File: config.mk
export PLATFORM = sky130hd
export DESIGN_NAME = divider
export DESIGN_NICKNAME = d
export VERILOG_FILES = /design/src/rtl/divider_pkg.sv /design/src/rtl/divider_step.sv /design/src/rtl/divider.sv
export SDC_FILE = /design/constraint.sdc
export NUM_CORES = 1
export LEC_CHECK = 0
export BUFFER_PORTS_ARGS = -buffer_cell sky130_fd_sc_hd__buf_2
export CAP_MARGIN = 0
export CORE_MARGIN = 1
export CORE_UTILIZATION = 56
export CTS_CLUSTER_SIZE = 24
export DETAILED_ROUTE_END_ITERATION = 6
export PLACE_DENSITY = 0.87
export SYNTH_ARGS = -nofsm -noshare
export SYNTH_HDL_FRONTEND = slang
export SYNTH_SLANG_ARGS = --single-unit
File: constraint.sdc
create_clock -name clk -period 2.65 [get_ports clk]
set_clock_uncertainty 0.15 [all_clocks]
set_input_delay 0 -clock clk [delete_from_list [all_inputs] [get_ports clk]]
set_output_delay 0 -clock clk [all_outputs]
set_load 0.005 [all_outputs]
File: src/rtl/divider_pkg.sv
// Shared types and default widths for the sequential restoring divider.
package divider_pkg;

    localparam int unsigned DEF_WIDTH_A = 10;
    localparam int unsigned DEF_WIDTH_B = 8;

    typedef enum logic [1:0] {
        IDLE = 2'd0,
        CALC = 2'd1,
        DONE = 2'd2
    } state_e;

endpackage

File: src/rtl/divider_step.sv
// One restoring-division step: shift in a dividend bit, subtract the divisor if it fits.
module divider_step #(
    parameter int unsigned WIDTH_B = 8
) (
    input  logic [WIDTH_B-1:0] rem_i,
    input  logic               bit_i,
    input  logic [WIDTH_B-1:0] b_i,
    output logic [WIDTH_B-1:0] rem_o,
    output logic               q_o
);

    logic [WIDTH_B:0] shifted;

    always_comb begin
        shifted = {rem_i, bit_i};
        q_o     = (shifted >= {1'b0, b_i});
        // The result is below b whenever the subtraction happens, so the low bits suffice.
        rem_o   = q_o ? (shifted[WIDTH_B-1:0] - b_i) : shifted[WIDTH_B-1:0];
    end

endmodule

File: src/rtl/divider.sv
// Sequential restoring divider, one quotient bit per clock.
// Define DIVIDER_INBUF_EN to add a one-entry input buffer for back-to-back operation.
module divider
    import divider_pkg::*;
#(
    parameter int unsigned WIDTH_A = DEF_WIDTH_A,
    parameter int unsigned WIDTH_B = DEF_WIDTH_B,
    parameter int unsigned WIDTH_C = WIDTH_A + WIDTH_B
) (
    input  logic               clk,
    input  logic               rst_n,
    input  logic               data_valid,
    input  logic [WIDTH_C-1:0] c,
    input  logic [WIDTH_B-1:0] b,
    output logic               ready,
    output logic               out_valid,
    output logic [WIDTH_A-1:0] q,
    output logic [WIDTH_B-1:0] r,
    output logic               div_by_zero,
    output logic               overflow
);

    localparam int unsigned CNT_W = (WIDTH_A > 1) ? $clog2(WIDTH_A) : 1;

    state_e             state_q, state_d;
    logic [CNT_W-1:0]   cnt_q, cnt_d;
    logic [WIDTH_B-1:0] rem_q, rem_d;
    logic [WIDTH_A-1:0] work_q, work_d;
    logic [WIDTH_B-1:0] b_q, b_d;
    logic [WIDTH_A-1:0] q_q, q_d;
    logic [WIDTH_B-1:0] r_q, r_d;
    logic               dbz_q, dbz_d;
    logic               ovf_q, ovf_d;
    logic               out_valid_q, out_valid_d;

    logic               accept;
    logic               launch;
    logic               buf_full;
    logic [WIDTH_C-1:0] buf_c;
    logic [WIDTH_B-1:0] buf_b;
    logic [WIDTH_C-1:0] src_c;
    logic [WIDTH_B-1:0] src_b;
    logic [WIDTH_B-1:0] step_rem;
    logic               step_q;

    assign accept = data_valid && ready;

`ifdef DIVIDER_INBUF_EN
    logic               buf_full_q, buf_full_d;
    logic [WIDTH_C-1:0] buf_c_q, buf_c_d;
    logic [WIDTH_B-1:0] buf_b_q, buf_b_d;

    always_comb begin
        buf_full_d = buf_full_q;
        buf_c_d    = buf_c_q;
        buf_b_d    = buf_b_q;
        if (state_q == DONE && buf_full_q) begin
            buf_full_d = 1'b0;
        end
        if (accept && state_q == CALC) begin
            buf_full_d = 1'b1;
            buf_c_d    = c;
            buf_b_d    = b;
        end
    end

    always_ff @(posedge clk or negedge rst_n) begin
        if (!rst_n) begin
            buf_full_q <= 1'b0;
            buf_c_q    <= '0;
            buf_b_q    <= '0;
        end else begin
            buf_full_q <= buf_full_d;
            buf_c_q    <= buf_c_d;
            buf_b_q    <= buf_b_d;
        end
    end

    assign buf_full = buf_full_q;
    assign buf_c    = buf_c_q;
    assign buf_b    = buf_b_q;
    assign ready    = (state_q == IDLE) || !buf_full_q;
`else
    assign buf_full = 1'b0;
    assign buf_c    = '0;
    assign buf_b    = '0;
    assign ready    = (state_q == IDLE);
`endif

    // A launch from DONE takes the buffered op if present, else a same-cycle accept.
    assign src_c  = buf_full ? buf_c : c;
    assign src_b  = buf_full ? buf_b : b;
    assign launch = (state_q == IDLE && accept) || (state_q == DONE && (buf_full || accept));

    divider_step #(.WIDTH_B(WIDTH_B)) u_step (
        .rem_i (rem_q),
        .bit_i (work_q[WIDTH_A-1]),
        .b_i   (b_q),
        .rem_o (step_rem),
        .q_o   (step_q)
    );

    always_comb begin
        state_d     = state_q;
        cnt_d       = cnt_q;
        rem_d       = rem_q;
        work_d      = work_q;
        b_d         = b_q;
        q_d         = q_q;
        r_d         = r_q;
        dbz_d       = dbz_q;
        ovf_d       = ovf_q;
        out_valid_d = 1'b0;

        unique case (state_q)
            IDLE, DONE: begin
                state_d = IDLE;
                if (launch) begin
                    b_d = src_b;
                    if (src_b == '0) begin
                        state_d     = DONE;
                        dbz_d       = 1'b1;
                        ovf_d       = 1'b0;
                        q_d         = '1;
                        r_d         = '0;
                        out_valid_d = 1'b1;
                    end else if (src_c[WIDTH_C-1:WIDTH_A] >= src_b) begin
                        state_d     = DONE;
                        dbz_d       = 1'b0;
                        ovf_d       = 1'b1;
                        q_d         = '1;
                        r_d         = '0;
                        out_valid_d = 1'b1;
                    end else begin
                        state_d = CALC;
                        rem_d   = src_c[WIDTH_C-1:WIDTH_A];
                        work_d  = src_c[WIDTH_A-1:0];
                        cnt_d   = CNT_W'(WIDTH_A - 1);
                    end
                end
            end
            CALC: begin
                // Dividend bits leave the top of work while quotient bits enter the bottom.
                rem_d  = step_rem;
                work_d = {work_q[WIDTH_A-2:0], step_q};
                cnt_d  = cnt_q - 1'b1;
                if (cnt_q == '0) begin
                    state_d     = DONE;
                    q_d         = {work_q[WIDTH_A-2:0], step_q};
                    r_d         = step_rem;
                    dbz_d       = 1'b0;
                    ovf_d       = 1'b0;
                    out_valid_d = 1'b1;
                end
            end
            default: state_d = IDLE;
        endcase
    end

    always_ff @(posedge clk or negedge rst_n) begin
        if (!rst_n) begin
            state_q     <= IDLE;
            cnt_q       <= '0;
            rem_q       <= '0;
            work_q      <= '0;
            b_q         <= '0;
            q_q         <= '0;
            r_q         <= '0;
            dbz_q       <= 1'b0;
            ovf_q       <= 1'b0;
            out_valid_q <= 1'b0;
        end else begin
            state_q     <= state_d;
            cnt_q       <= cnt_d;
            rem_q       <= rem_d;
            work_q      <= work_d;
            b_q         <= b_d;
            q_q         <= q_d;
            r_q         <= r_d;
            dbz_q       <= dbz_d;
            ovf_q       <= ovf_d;
            out_valid_q <= out_valid_d;
        end
    end

    assign out_valid   = out_valid_q;
    assign q           = q_q;
    assign r           = r_q;
    assign div_by_zero = dbz_q;
    assign overflow    = ovf_q;

endmodule
After elaboration in Yosys (flattened, before gate mapping) --
Index checks and enable logic that the tools add are counted.
Operators by class: equal/unequal tests 7, add/sub/neg operators 2, multiplexer cells 42, $lt $le $gt $ge 2, reduce and logical (&&, ||, !) cells 12
Operator list (number):
- $mux 10 | 7
- $mux 8 | 8
- $pmux 10 s2 | 2
- $pmux 8 s2 | 2
- $mux 4 | 3
- $mux 1 | 11
- $ge 9x8->1 | 1
- $ge 8x8->1 | 1
- $logic_not 8->1 | 1
- $mux 2 | 4
- $ne 2x2->1 const B | 4
- $pmux 4 s2 | 1
- $reduce_and 4->1 | 2
- $sub 8x8->8 | 1
- $pmux 1 s2 | 3
- $logic_not 4->1 | 1
- $pmux 2 s2 | 1
- $sub 4x1->4 const B | 1
- $logic_and 1x1->1 | 3
- $ne 3x3->1 const B | 1
- $eq 2x1->1 const B | 1
- $eq 2x2->1 const B | 1
- $logic_not 2->1 | 1
- $reduce_and 2->1 | 1
- other kinds (3) | 3
Storage, ports and cells: bits in registers 53, word-level logic and storage cells 75, output and inout port bits 22

Depth between registers and ports, before layout --
Gate-level depths: netlist of the first run.
depth after elaboration 6, gate-level depth with buffers 10, gate-level depth less buffers 9

By module --
A second synthesis of the first run with hierarchy kept.
Second synthesis, totals: cells, all modules 275, area, all modules 3034.2 um^2
By module, submodules not included:
- divider | area an instance 2513.7 um^2, seq. area each 1326.3 um^2, cells an instance 206, times used 1
- divider_step | area an instance 520.5 um^2, seq. area each 0.0 um^2, cells an instance 69, times used 1

Least setup slack after synthesis of the first run --
No wires, ideal clock.
path type register -> register, start point reg rem_q[6], end point reg r_q[5] (netlist: r[5]), arrival time 1977 ps, cell stages (with the launch flop) 8, setup slack 397 ps, cell sequence dfrtp_1 -> ha_1 -> a211oi_1 -> o211ai_1 -> a21oi_1 -> buf_2 -> nor2_1 -> a221o_1
Between the ends: longest elaborated chain between the ends 4
RTL lines:
- start: declaration | line divider.sv:27 | logic [WIDTH_B-1:0] rem_q, rem_d;
- start signal: assignment | line divider.sv:175 | rem_q <= rem_d;
- $ge 9x8->1 | line divider_step.sv:16 | q_o = (shifted >= {1'b0, b_i});
- $mux 8 | line divider_step.sv:18 | rem_o = q_o ? (shifted[WIDTH_B-1:0] - b_i) : shifted[WIDTH_B-1:0];
- $mux 8 | line divider.sv:147 | if (cnt_q == '0) begin
- $pmux 8 s2 | line divider.sv:115 | unique case (state_q)
- end signal: assignment | line divider.sv:179 | r_q <= r_d;
- end: declaration | line divider.sv:31 | logic [WIDTH_B-1:0] r_q, r_d;
Every way passes these cells. The select of a mux whose other input is x is not followed. A chain may end at the register's enable or synchronous reset.

Worst setup path after layout of the first run --
start point in b[6], end point reg r_q[7] (netlist: r[7])
Between the ends: longest elaborated chain between the ends 4
RTL lines:
- start: declaration | line divider.sv:14 | input logic [WIDTH_B-1:0] b,
- parallel branches: the longest is 4 deep, another holds $ge 8x8->1
Several ways; the timed one is not identified. The select of a mux whose other input is x is not followed.

==> tab_implementation.tex, run 1 <==
\begin{tabular}{lr}
\hline
Metric & Value \\
\hline
\multicolumn{2}{l}{\textbf{Outcome}} \\
\quad Run status & finished, violations left \\
\quad Violated checks & DRC \\
\multicolumn{2}{l}{\textbf{STA}} \\
\quad Worst hold margin & just over 0.03 ns \\
\quad Actual slew at the worst max-slew pin & a little over 0.6 ns \\
\quad Setup TNS Final & 0 ns \\
\quad RSZ-0062 raised after global routing & false \\
\quad Relative slew margins & 58.5\% \\
\quad Pins over their slew limit & 0 \\
\quad Setup slack after layout & approximately 0.15 ns \\
\quad Final period util & between 90\% and 100\% \\
\quad Final Critical Period & around 2.5 ns \\
\quad Final setup violating endpoints & 0 \\
\quad Maximum operating frequency & about 400 MHz \\
\quad Number of failing hold endpoints at the final stage & 0 \\
\multicolumn{2}{l}{\textbf{Clock tree}} \\
\quad Clock net sink count & between 50 and 60 \\
\quad Clock transition time at the flip-flop clock pins of the worst setup and hold paths & 0.10 ns \\
\quad Buffer type at the clock tree root & clkbuf\_8 \\
\quad CTS tree & yes \\
\quad Max Buffers Root-to-Sink & 2 \\
\quad TritonCTS buffer count & 5 \\
\quad Post-CTS Setup Inserts & 0 \\
\quad Clock latency of the later-clocked register in the worst-skew pair & between 0.3 and 0.4 ns \\
\quad H-tree depth & 2 \\
\multicolumn{2}{l}{\textbf{Global routing}} \\
\quad Wire length of the first global-routing pass & about 12000 microns \\
\quad Number of antenna violations at the first check in global routing & 0 \\
\quad All-Layer GR Usage & a little under a third \\
\quad Number of global-route vias before repair & $\sim$2.7k \\
\quad GRT overflow & 0 \\
\quad Pin count of the biggest net entering global routing & 33 \\
\multicolumn{2}{l}{\textbf{Yosys}} \\
\quad Most used DFF post-synth & dfrtp\_1 \\
\quad Register bit count reported by yosys & 53 \\
\quad Cells taking the most area after synthesis & dfrtp\_1 (46\%), ha\_1 (7.7\%), mux2i\_1 (5.5\%) \\
\quad Fraction of synthesized cell area taken by the top area cell type & between 40\% and 50\% \\
\quad Syn nets & roughly 340 \\
\quad Ys async rst share & 100\% \\
\quad Number of unique standard cell types used by synthesis & 51 \\
\quad Syn\_area\_per\_cell & $\sim$9.9 sq um \\
\quad Post-synthesis cell area & $\sim$2900 sq um \\
\quad Number of enable flip-flop cells after synthesis & 0 \\
\quad Top cell type by total area after synthesis & dfrtp\_1 \\
\quad Number of synthesis warnings & 0 \\
\quad Part of the Yosys area used for sequential elements & 45.6\% \\
\quad Post-synthesis instance total & between 200 and 300 \\
\multicolumn{2}{l}{\textbf{Worst setup path}} \\
\quad Crit-path max FO & 12 \\
\quad Critical path arrival & between 2 and 3 ns \\
\quad Worst setup EP type & register \\
\quad Cell occurring most often along the worst timing path & a21oi\_1 \\
\quad Crit path max-delay cell type & dlygate4sd3\_1 \\
\quad Req. time, crit path & 2.69 ns \\
\quad Classification of the worst setup path & primary input to register \\
\quad Largest stage delay on the critical path & between 0.5 and 0.6 ns \\
\quad Critical path cell sequence & dlygate4sd3\_1, buf\_2, inv\_1, ha\_1, a21oi\_1, o21ai\_0, a21oi\_1, a31o\_2, inv\_2, o221ai\_1 \\
\quad Worst Setup Start Kind & primary input \\
\multicolumn{2}{l}{\textbf{Route}} \\
\quad Number of nets with antenna violations after routing & 0 \\
\quad Wire per inst & roughly 17 microns \\
\quad Violation count after the first detailed-route iteration & approximately 220 \\
\quad Vias per cell & 5.93 \\
\quad DRC violations left & 1 \\
\quad Routed wire length & about 7600 microns \\
\quad Number of detailed-route iterations in the first pass & 7 \\
\quad Total vias in the final route & about 2.6k \\
\multicolumn{2}{l}{\textbf{Cells and area}} \\
\quad Fin nets & between 400 and 500 \\
\quad Number of filler cells placed in the layout & 306 \\
\quad Fraction of layout instances using a drive strength above 1 & between 20\% and 30\% \\
\quad Area added between synthesis and finish & 24.9\% \\
\quad Diodes inserted & 0 \\
\multicolumn{2}{l}{\textbf{Die}} \\
\quad Floorplan core area & just under 5000 sq um \\
\quad Horizontal die dimension & about 74 microns \\
\quad Number of core rows & 25 \\
\quad Die Area & around 5500 sq um \\
\quad Number of ports placed on the die boundary & 51 \\
\quad Initial cell density of the core & approximately three fifths \\
\quad Chip height & approximately 74 microns \\
\multicolumn{2}{l}{\textbf{Power}} \\
\quad Max IR drop VDD & 0.969 mV \\
\quad Leakage power & 1.68 nW \\
\quad Post-layout total power & approximately 4.3 mW \\
\quad Power density over the cells & 1180 nW/um\^{}2 \\
\multicolumn{2}{l}{\textbf{Placed design}} \\
\quad Count of input and output buffers & 50 \\
\quad Pre-CTS worst setup slack & $\sim$0.34 ns \\
\quad RePlAce Congestion & a little over 0.9 \\
\quad HPWL reported at the end of detailed placement & roughly 4700 microns \\
\multicolumn{2}{l}{\textbf{Flow run}} \\
\quad Max Cap Viol & 0 \\
\multicolumn{2}{l}{\textbf{Min path}} \\
\quad Type of the worst min-delay path & primary input to async pin \\
\hline
\end{tabular}
what timing repair did:
action                                  in CTS  in global routing
endpoints found under the setup margin       0                 14
hold endpoints to repair                    48                  0
hold buffers                                29                  0
gates resized for setup                      0                  3
power by group:
group,internal (mW),switching [mW]
sequential,1.16,0.238
clock,0.191,0.289
combinational,1.03,1.38
Yosys cell counts, types with 2 or more instances:
cell type  instances
nand2b_1           4
nand3_1            4
xnor2_1            3
o21ai_0           20
o211ai_1           5
a211oi_1           4
o21bai_1           3
buf_6              2
buf_2              2
o221ai_1           3
inv_1             25
a21oi_1           10
and3_1             4
nand3b_1           3
xor2_1             4
nand4_1            2
nor2_1            14
nand2_1           39
o22a_1             9
nor2b_1            4
dfrtp_1           53
mux2i_1           16
o2bb2ai_1          5
clkbuf_1           8
a211o_1            3
ha_1              18
a221o_1            2
path summary, 6_finish.rpt:
| check | startpoint | to | slack, ns | cells past startpoint |
|---|---|---|---|---|
| setup / recovery | b[6] | r[7] | 0.15 | 10 |
| hold / removal | rst_n | div_by_zero | 0.03 | 2 |
| setup reg to reg | rem_q[6] | rem_q[0] | 0.16 | 7 |
| hold reg to reg | q[2] | q[2] | 0.34 | 1 |
| max in group asynchronous | rst_n | r[1] | 1.54 | 3 |
| min in group clk | c[0] | work_q[0] | 0.29 | 3 |
stage by stage:
| stage | util [%] | cell area [sq um] | std cells |
|---|---|---|---|
| floorplan | - | 2910 | 293 |
| global placement | 66.8 | 3240 | 405 |
| detailed placement | 66.8 | 3240 | 405 |
| CTS | 74.8 | 3620 | 442 |
| global route | 74.9 | 3630 | 442 |
| finish | 74.9 | 3630 | 442 |
logic make-up after synthesis:
kind of cell	Yosys count	synth area share (%)
buf+inv	39	5.76
simple gates	83	13.9
flops	53	45.6
fa+ha+maj	19	8.43
xor+xnor	7	2.11
compound gates	75	18.3
mux	17	5.89
worst max-delay path, delay by kind of cell:
kind                     cells  cell delay, ns
AO/OA/AOI/OAI                5            1.25
adder cells (fa/ha/maj)      1            0.32
buffers and inverters        4            0.95
flip-flops by register name (all words and copies together), names as in the netlist:
signal,cells
b_q,8
cnt_q,4
div_by_zero,1
out_valid,1
overflow,1
q,10
r,8
rem_q,8
state_q,2
work_q,10
cell usage in the layout (no fill, tap or decap), types with 4 or more instances in the layout:
cell type / n
buf_4: 7
o2bb2ai_1: 5
a21oi_1: 10
ha_1: 18
buf_2: 50
o21ai_0: 20
mux2i_1: 16
o211ai_1: 5
dfrtp_1: 53
o22a_1: 9
nor2b_1: 4
nor2_1: 14
nand3_1: 4
inv_1: 25
xor2_1: 4
dlygate4sd3_1: 29
clkbuf_8: 5
and3_1: 4
nand2b_1: 4
nand2_1: 39
routing by layer:
metal | wire length [microns] | GRT usage, % | vias up | share of wire, %
met5 | 0 | 0 | - | 0
met4 | 259 | 13.2 | 0 | 3.4
met3 | 455 | 5.83 | 36 | 6.0
met2 | 3840 | 50.7 | 136 | 50
met1 | 3070 | 37.6 | 1248 | 40
li1 | - | - | 1199 | -
cell type report:
class	instances	area, sq um	share of cell area (%)
clock buffer	5	68.8	1.89
clock inverter	3	25.0	0.689
inverter	26	97.6	2.69
multi-input combinational	201	1430	39.3
sequential	53	1330	36.5
tap	67	83.8	2.31
timing repair buffer	87	604	16.6
(Power assumes the default switching activity.)
==> inputs of run 2 (changes only) <==
CELL_PAD_IN_SITES_DETAIL_PLACEMENT = 1   (was not set)
CELL_PAD_IN_SITES_GLOBAL_PLACEMENT = 2   (was not set)
CORE_UTILIZATION = 33   (was 56)
CTS_BUF_LIST = sky130_fd_sc_hd__clkbuf_4   (was not set)
PLACE_DENSITY = 0.86   (was 0.87)
clock period = 2.2 ns   (was 2.65 ns; I/O delays follow)
==> run 2 against run 1 <==
Compared with the run above:
- the flow finishes with violations (setup timing)
- critical path depth fell by 3
- final cell count rose by 16%
- power rose by 39%
- largest cell class unchanged
- highest routed layer unchanged
==> tab_implementation.tex, run 2 (synthesis gave the netlist of run 1 again) <==
\begin{tabular}{lr}
\hline
Metric & Value \\
\hline
\multicolumn{2}{l}{\textbf{Die}} \\
\quad Floorplan core area & about 8400 sq um \\
\quad Initial cell density of the core & 34.7\% \\
\quad Die Area & between 9000 and 10000 sq um \\
\quad Chip height & around 96 microns \\
\quad Number of core rows & 33 \\
\quad Horizontal die dimension & around 96 microns \\
\quad Number of ports placed on the die boundary & 51 \\
\multicolumn{2}{l}{\textbf{Global routing}} \\
\quad Number of global-route vias before repair & 2746 \\
\quad Pin count of the biggest net entering global routing & 32 \\
\quad All-Layer GR Usage & between 10\% and 20\% \\
\quad Wire length of the first global-routing pass & about 13000 microns \\
\quad Number of antenna violations at the first check in global routing & 1 \\
\quad GRT overflow & 0 \\
\multicolumn{2}{l}{\textbf{Power}} \\
\quad Power dissipated by switching net loads & about 2.5 mW \\
\quad Logic gate share of total power & between 60\% and 70\% \\
\quad Clk pwr share & 8.0\% \\
\quad Post-layout total power & roughly 6 mW \\
\quad Power density over the cells & 1470 nW/um\^{}2 \\
\quad Switching Share & 42.9\% \\
\quad Part of the power in registers & $\sim$28\% \\
\quad Max IR drop VDD & 0.596 mV \\
\quad Leakage power & roughly 1.8 nW \\
\quad Power Internal & 3.39 mW \\
\multicolumn{2}{l}{\textbf{Clock tree}} \\
\quad Clock transition time at the flip-flop clock pins of the worst setup and hold paths & 0.17 ns \\
\quad Clock net sink count & between 50 and 60 \\
\quad Clock latency of the later-clocked register in the worst-skew pair & roughly 0.38 ns \\
\quad TritonCTS buffer count & 5 \\
\quad Max Buffers Root-to-Sink & 2 \\
\quad CTS tree & yes \\
\quad Buffer type at the clock tree root & clkbuf\_4 \\
\quad H-tree depth & 2 \\
\multicolumn{2}{l}{\textbf{STA}} \\
\quad Setup slack after layout & -0.0261 ns \\
\quad Setup TNS Final & -0.0261 ns \\
\quad RSZ-0062 raised after global routing & true \\
\quad Maximum operating frequency & approximately 450 MHz \\
\quad Final period util & 101\% \\
\quad Relative slew margins & a little over half \\
\quad Final setup violating endpoints & 1 \\
\quad Actual slew at the worst max-slew pin & roughly 0.71 ns \\
\quad Pins over their slew limit & 0 \\
\quad Number of failing hold endpoints at the final stage & 0 \\
\quad Final Critical Period & 2.23 ns \\
\quad Worst hold margin & about 0.20 ns \\
\multicolumn{2}{l}{\textbf{Worst setup path}} \\
\quad Crit-path max FO & 3 \\
\quad Largest stage delay on the critical path & $\sim$0.45 ns \\
\quad Crit path max-delay cell type & dfrtp\_1 \\
\quad Req. time, crit path & about 2.4 ns \\
\quad Critical path cell sequence & ha\_4, a211oi\_4, o211ai\_1, a21oi\_2, buf\_6, mux2\_4, o211ai\_1 \\
\quad Worst setup EP type & register \\
\quad Critical path arrival & roughly 2.4 ns \\
\quad Classification of the worst setup path & register to register \\
\quad Cell occurring most often along the worst timing path & o211ai\_1 \\
\quad Worst Setup Start Kind & register \\
\multicolumn{2}{l}{\textbf{Route}} \\
\quad Violation count after the first detailed-route iteration & 75 \\
\quad Routed wire length & roughly 8500 microns \\
\quad Vias per cell & around 5.1 \\
\quad DRC violations left & 0 \\
\quad Wire per inst & 16.6 microns \\
\quad Total vias in the final route & $\sim$2.6k \\
\quad Number of nets with antenna violations after routing & 0 \\
\quad Number of detailed-route iterations in the first pass & 4 \\
\multicolumn{2}{l}{\textbf{Cells and area}} \\
\quad Commonest non-fill, non-tap cell in the layout & dfrtp\_1 \\
\quad Area added between synthesis and finish & 38.8\% \\
\quad Fraction of layout instances using a drive strength above 1 & between 30\% and 40\% \\
\quad Highest-count cells in the layout ignoring fill and taps & dfrtp\_1 (53), buf\_2 (50), nand2\_1 (39) \\
\quad Fin nets & approximately 450 \\
\quad Final core utilization & around half \\
\quad Final design area excluding fillers & about 4000 sq um \\
\multicolumn{2}{l}{\textbf{Flow run}} \\
\quad Max Cap Viol & 0 \\
\multicolumn{2}{l}{\textbf{Placed design}} \\
\quad RePlAce Congestion & 0.848 \\
\quad Count of input and output buffers & 50 \\
\quad HPWL reported at the end of detailed placement & slightly below 6000 microns \\
\quad Placed cell areas & 3450 sq um \\
\multicolumn{2}{l}{\textbf{Min path}} \\
\quad Type of the worst min-delay path & primary input to register \\
\multicolumn{2}{l}{\textbf{Outcome}} \\
\quad Violated checks & setup timing \\
\quad Run status & finished, violations left \\
\hline
\end{tabular}
-- run 2: changes by cell type in the layout (fill, tap and decap cells not counted), sizes merged --
cell / change
diode: +1
clkinvlp: +1
dlygate4sd3: +2
buf: +29
clkinv: -1
clkbuf: +1
-- run 2: worst paths after layout --
kind / startpoint / end / slack [ns] / cells past startpoint
max in group asynchronous: rst_n / r[1] / 0.77 / 4
worst min register to register: r[2] / r[2] / 0.36 / 1
worst min-delay path: c[0] / work_q[0] / 0.20 / 3
worst max-delay path: rem_q[6] / rem_q[0] / -0.03 / 7
min in group asynchronous: rst_n / b_q[2] / 0.52 / 4
worst max register to register: rem_q[6] / rem_q[0] / -0.03 / 7
-- run 2: layout make-up --
cell class	count	area, sq um
diodes	1	2.50
clock buffers	5	37.5
clock inverters	3	26.3
fillers	976	4340
inverters	26	97.6
multi-input cells	201	1530
flip-flops and latches	53	1330
well taps	105	131
repair buffers	119	887
-- run 2: worst max-delay path, delay by kind of cell (launching register included) --
| family | cells | cell delay, ns |
|---|---|---|
| flops | 1 | 0.45 |
| mux | 1 | 0.31 |
| compound gates | 4 | 0.79 |
| buf+inv | 1 | 0.16 |
| fa+ha+maj | 1 | 0.27 |
-- run 2: power groups by stage --
stage / combinational, mW / sequential (mW) / clock (mW)
finish: 3.78 / 1.68 / 0.477
global route: 4.16 / 1.73 / 0.527
CTS: 3.28 / 1.67 / 0.490
detailed placement: 3.08 / 1.68 / 0
global placement: 2.95 / 1.66 / 0
floorplan: 2.02 / 1.63 / 0
-- run 2: metal layers --
metal	vias up	track usage (%)	part of all wire, %
li1	1259	-	-
met1	1319	22.9	43
met2	43	35.6	54
met3	11	2.69	2.2
met4	0	5.10	1.5
met5	-	0	0
-- run 2: metrics by stage --
stage / setup slack, ns / instances
CTS: -0.0307 / 505
finish: -0.0261 / 513
floorplan: 0.0383 / 293
detailed placement: -0.179 / 463
global placement: -0.0701 / 463
global route: -0.117 / 513
-- run 2: timing repair --
item | in CTS | in global routing
pin swaps | 7 | 9
endpoints found under the setup margin | 10 | 38
cloned | 0 | 1
hold buffers | 31 | 0
buffers inserted | 3 | 6
endpoints found under the hold margin | 80 | 0
resized for setup | 8 | 21
==> inputs of run 3 (changes only) <==
CORE_UTILIZATION = 39   (was 33)
PLACE_DENSITY = 0.94   (was 0.86)
clock period = 2.7 ns   (was 2.2 ns; I/O delays follow)
==> run 3 against run 2 <==
Compared with the run above:
- the run now ends clean
- wire length fell by 4.6%
- sequential share of layout area increased by 2.7 points
- hold slack improved by 0.051 ns
- worst setup slack improved by 0.21 ns
- power down 29%
- global-route usage increased by 3.6 points
- combinational power fell by 39%
- critical path depth grew 3
- sequential power down 18%
- via count is 4.0% lower
- flip-flop and latch count is the same
==> tab_implementation.tex, run 3 (synthesis gave the netlist of run 1 again) <==
\begin{tabular}{lr}
\hline
Metric & Value \\
\hline
\multicolumn{2}{l}{\textbf{Clock tree}} \\
\quad Clock net sink count & 53 \\
\quad CTS tree & yes \\
\quad Clock transition time at the flip-flop clock pins of the worst setup and hold paths & 0.16 ns \\
\quad Post-CTS resize count & 0 \\
\quad TritonCTS buffer count & 5 \\
\quad H-tree depth & 2 \\
\quad CTS Hold Bufs & 31 \\
\quad Max Buffers Root-to-Sink & 2 \\
\quad Clock latency of the later-clocked register in the worst-skew pair & 0.37 ns \\
\quad Post-CTS Setup Inserts & 0 \\
\quad Buffer type at the clock tree root & clkbuf\_4 \\
\multicolumn{2}{l}{\textbf{Power}} \\
\quad Part of the power in registers & between 30\% and 40\% \\
\quad Power density over the cells & 1130 nW/um\^{}2 \\
\quad Clk pwr share & about an eighth \\
\quad Power Internal & around 2.4 mW \\
\quad Logic gate share of total power & 54.8\% \\
\quad Switching Share & a little over two fifths \\
\quad Max IR drop VDD & roughly 0.48 mV \\
\quad Power dissipated by switching net loads & around 1.8 mW \\
\quad Leakage power & about 1.7 nW \\
\multicolumn{2}{l}{\textbf{Route}} \\
\quad Vias per cell & approximately 5.3 \\
\quad Wire per inst & 17.0 microns \\
\quad Number of detailed-route iterations in the first pass & 4 \\
\quad Total vias in the final route & between 2k and 3k \\
\quad DRC violations left & 0 \\
\quad Violation count after the first detailed-route iteration & about 140 \\
\quad Routed wire length & 8150 microns \\
\quad Number of nets with antenna violations after routing & 0 \\
\multicolumn{2}{l}{\textbf{Cells and area}} \\
\quad Diodes inserted & 0 \\
\quad Number of cells in the finished layout apart from fillers & between 400 and 500 \\
\quad Area added between synthesis and finish & 28.3\% \\
\quad Commonest non-fill, non-tap cell in the layout & dfrtp\_1 \\
\quad Final core utilization & 51.8\% \\
\quad Number of filler cells placed in the layout & between 800 and 900 \\
\quad Fin nets & around 430 \\
\quad Highest-count cells in the layout ignoring fill and taps & dfrtp\_1 (53), buf\_2 (50), nand2\_1 (39) \\
\quad Fraction of layout instances using a drive strength above 1 & 19.8\% \\
\multicolumn{2}{l}{\textbf{Worst setup path}} \\
\quad Crit-path max FO & 12 \\
\quad Crit path max-delay cell type & dlygate4sd3\_1 \\
\quad FF-to-FF path depth & 9 \\
\quad Critical path arrival & 2.63 ns \\
\quad Worst Setup Start Kind & primary input \\
\quad Cell occurring most often along the worst timing path & o21ai\_0 \\
\quad Worst setup EP type & register \\
\quad Launch point of the worst reg-to-reg path & work\_q[9] \\
\quad Largest stage delay on the critical path & between 0.5 and 0.6 ns \\
\quad Req. time, crit path & $\sim$2.8 ns \\
\quad Capture point of the worst reg-to-reg path & r[6] \\
\quad Setup slack on the worst flop-to-flop path & between 0.2 and 0.25 ns \\
\quad Classification of the worst setup path & primary input to register \\
\quad Critical path cell sequence & dlygate4sd3\_1, buf\_2, inv\_1, ha\_1, a41oi\_1, o21ai\_0, a211oi\_4, buf\_12, mux2i\_1, o21ai\_0 \\
\multicolumn{2}{l}{\textbf{STA}} \\
\quad Relative slew margins & a little under half \\
\quad RSZ-0062 raised after global routing & false \\
\quad Setup TNS Final & 0 ns \\
\quad Final Critical Period & 2.52 ns \\
\quad Maximum operating frequency & roughly 400 MHz \\
\quad Number of failing hold endpoints at the final stage & 0 \\
\quad Final period util & 93.3\% \\
\quad Actual slew at the worst max-slew pin & 0.806 ns \\
\quad Worst hold margin & 0.256 ns \\
\quad Pins over their slew limit & 0 \\
\quad Setup slack after layout & 0.181 ns \\
\quad Final setup violating endpoints & 0 \\
\multicolumn{2}{l}{\textbf{Die}} \\
\quad Horizontal die dimension & just under 90 microns \\
\quad Number of ports placed on the die boundary & 51 \\
\quad Floorplan core area & 7210 sq um \\
\quad Die Area & roughly 8000 sq um \\
\quad Initial cell density of the core & between 40\% and 50\% \\
\quad Number of core rows & 31 \\
\quad Chip height & 88.4 microns \\
\multicolumn{2}{l}{\textbf{Placed design}} \\
\quad RePlAce Congestion & around 0.86 \\
\quad HPWL reported at the end of detailed placement & between 5000 and 6000 microns \\
\quad Count of input and output buffers & 50 \\
\quad Post-placement cell count & 439 \\
\quad Pre-CTS worst setup slack & approximately 0.33 ns \\
\multicolumn{2}{l}{\textbf{Global routing}} \\
\quad Number of antenna violations at the first check in global routing & 0 \\
\quad GRT overflow & 0 \\
\quad Pin count of the biggest net entering global routing & 28 \\
\quad All-Layer GR Usage & about 23\% \\
\quad Number of global-route vias before repair & 2659 \\
\quad Wire length of the first global-routing pass & between 10000 and 15000 microns \\
\multicolumn{2}{l}{\textbf{Outcome}} \\
\quad Run status & finished clean \\
\multicolumn{2}{l}{\textbf{Min path}} \\
\quad Launch instance of the worst min-delay path & c[0] \\
\quad Worst Hold Path Cells & 3 \\
\quad Type of the worst min-delay path & primary input to register \\
\quad Hold EP & work\_q[0] \\
\multicolumn{2}{l}{\textbf{Flow run}} \\
\quad Max Cap Viol & 0 \\
\hline
\end{tabular}
[run 3: cell types whose count changed in the layout (fill, tap and decap cells not counted), sizes merged]
cell      change
buf          -27
bufinv        +2
clkbuf        -1
clkinv        +1
clkinvlp      -2
diode         -1
inv           -1
[run 3: worst max path at each step]
| stage | start | endpoint | slack, ns |
|---|---|---|---|
| 6_report | b[6] | work_q[4] | 0.18 |
| 3_3_place_gp | rem_q[6] | rem_q[0] | 0.40 |
| 3_5_place_dp | work_q[9] | rem_q[6] | 0.33 |
| 5_1_grt | work_q[9] | r[6] | 0.02 |
| 2_1_floorplan | rem_q[6] | r[5] | 0.45 |
| 4_1_cts | work_q[9] | r[6] | 0.27 |
[run 3: layout make-up]
class | instances | area [sq um] | area share, %
inverters | 26 | 97.6 | 2.61
clock inverters | 3 | 65.1 | 1.74
clock buffers | 5 | 37.5 | 1.01
flip-flops and latches | 53 | 1330 | 35.5
repair buffers | 91 | 661 | 17.7
well taps | 99 | 124 | 3.32
multi-input cells | 201 | 1420 | 38.1
[run 3: power groups by stage]
stage / registers [mW] / clock network, mW / logic (mW)
after CTS: 1.36 / 0.560 / 2.31
final: 1.37 / 0.542 / 2.31
after global placement: 1.36 / 0 / 2.15
after global routing: 1.40 / 0.586 / 2.61
after detailed placement: 1.38 / 0 / 2.23
after floorplan: 1.33 / 0 / 1.63
[run 3: metal layers]
layer  vias up  global-route usage, %  share of wire, %
li1       1207                      -                 -
met1      1258                   28.4                42
met2        47                   40.1                53
met3        15                   3.45               2.6
met4         0                   8.06               2.0
met5         -                      0                 0
[run 3: stage by stage]
stage	power [mW]	cell area [sq um]
after floorplan	2.96	2910
after global placement	3.51	3320
after detailed placement	3.60	3320
after CTS	4.23	3730
after global routing	4.60	3730
final	4.22	3730
[run 3: worst max-delay path: cells and delay by family]
family | cells | cell delay, ns
adders and majority gates | 1 | 0.34
buffers and inverters | 4 | 0.95
AOI/OAI and AO/OA | 4 | 1.10
muxes | 1 | 0.22
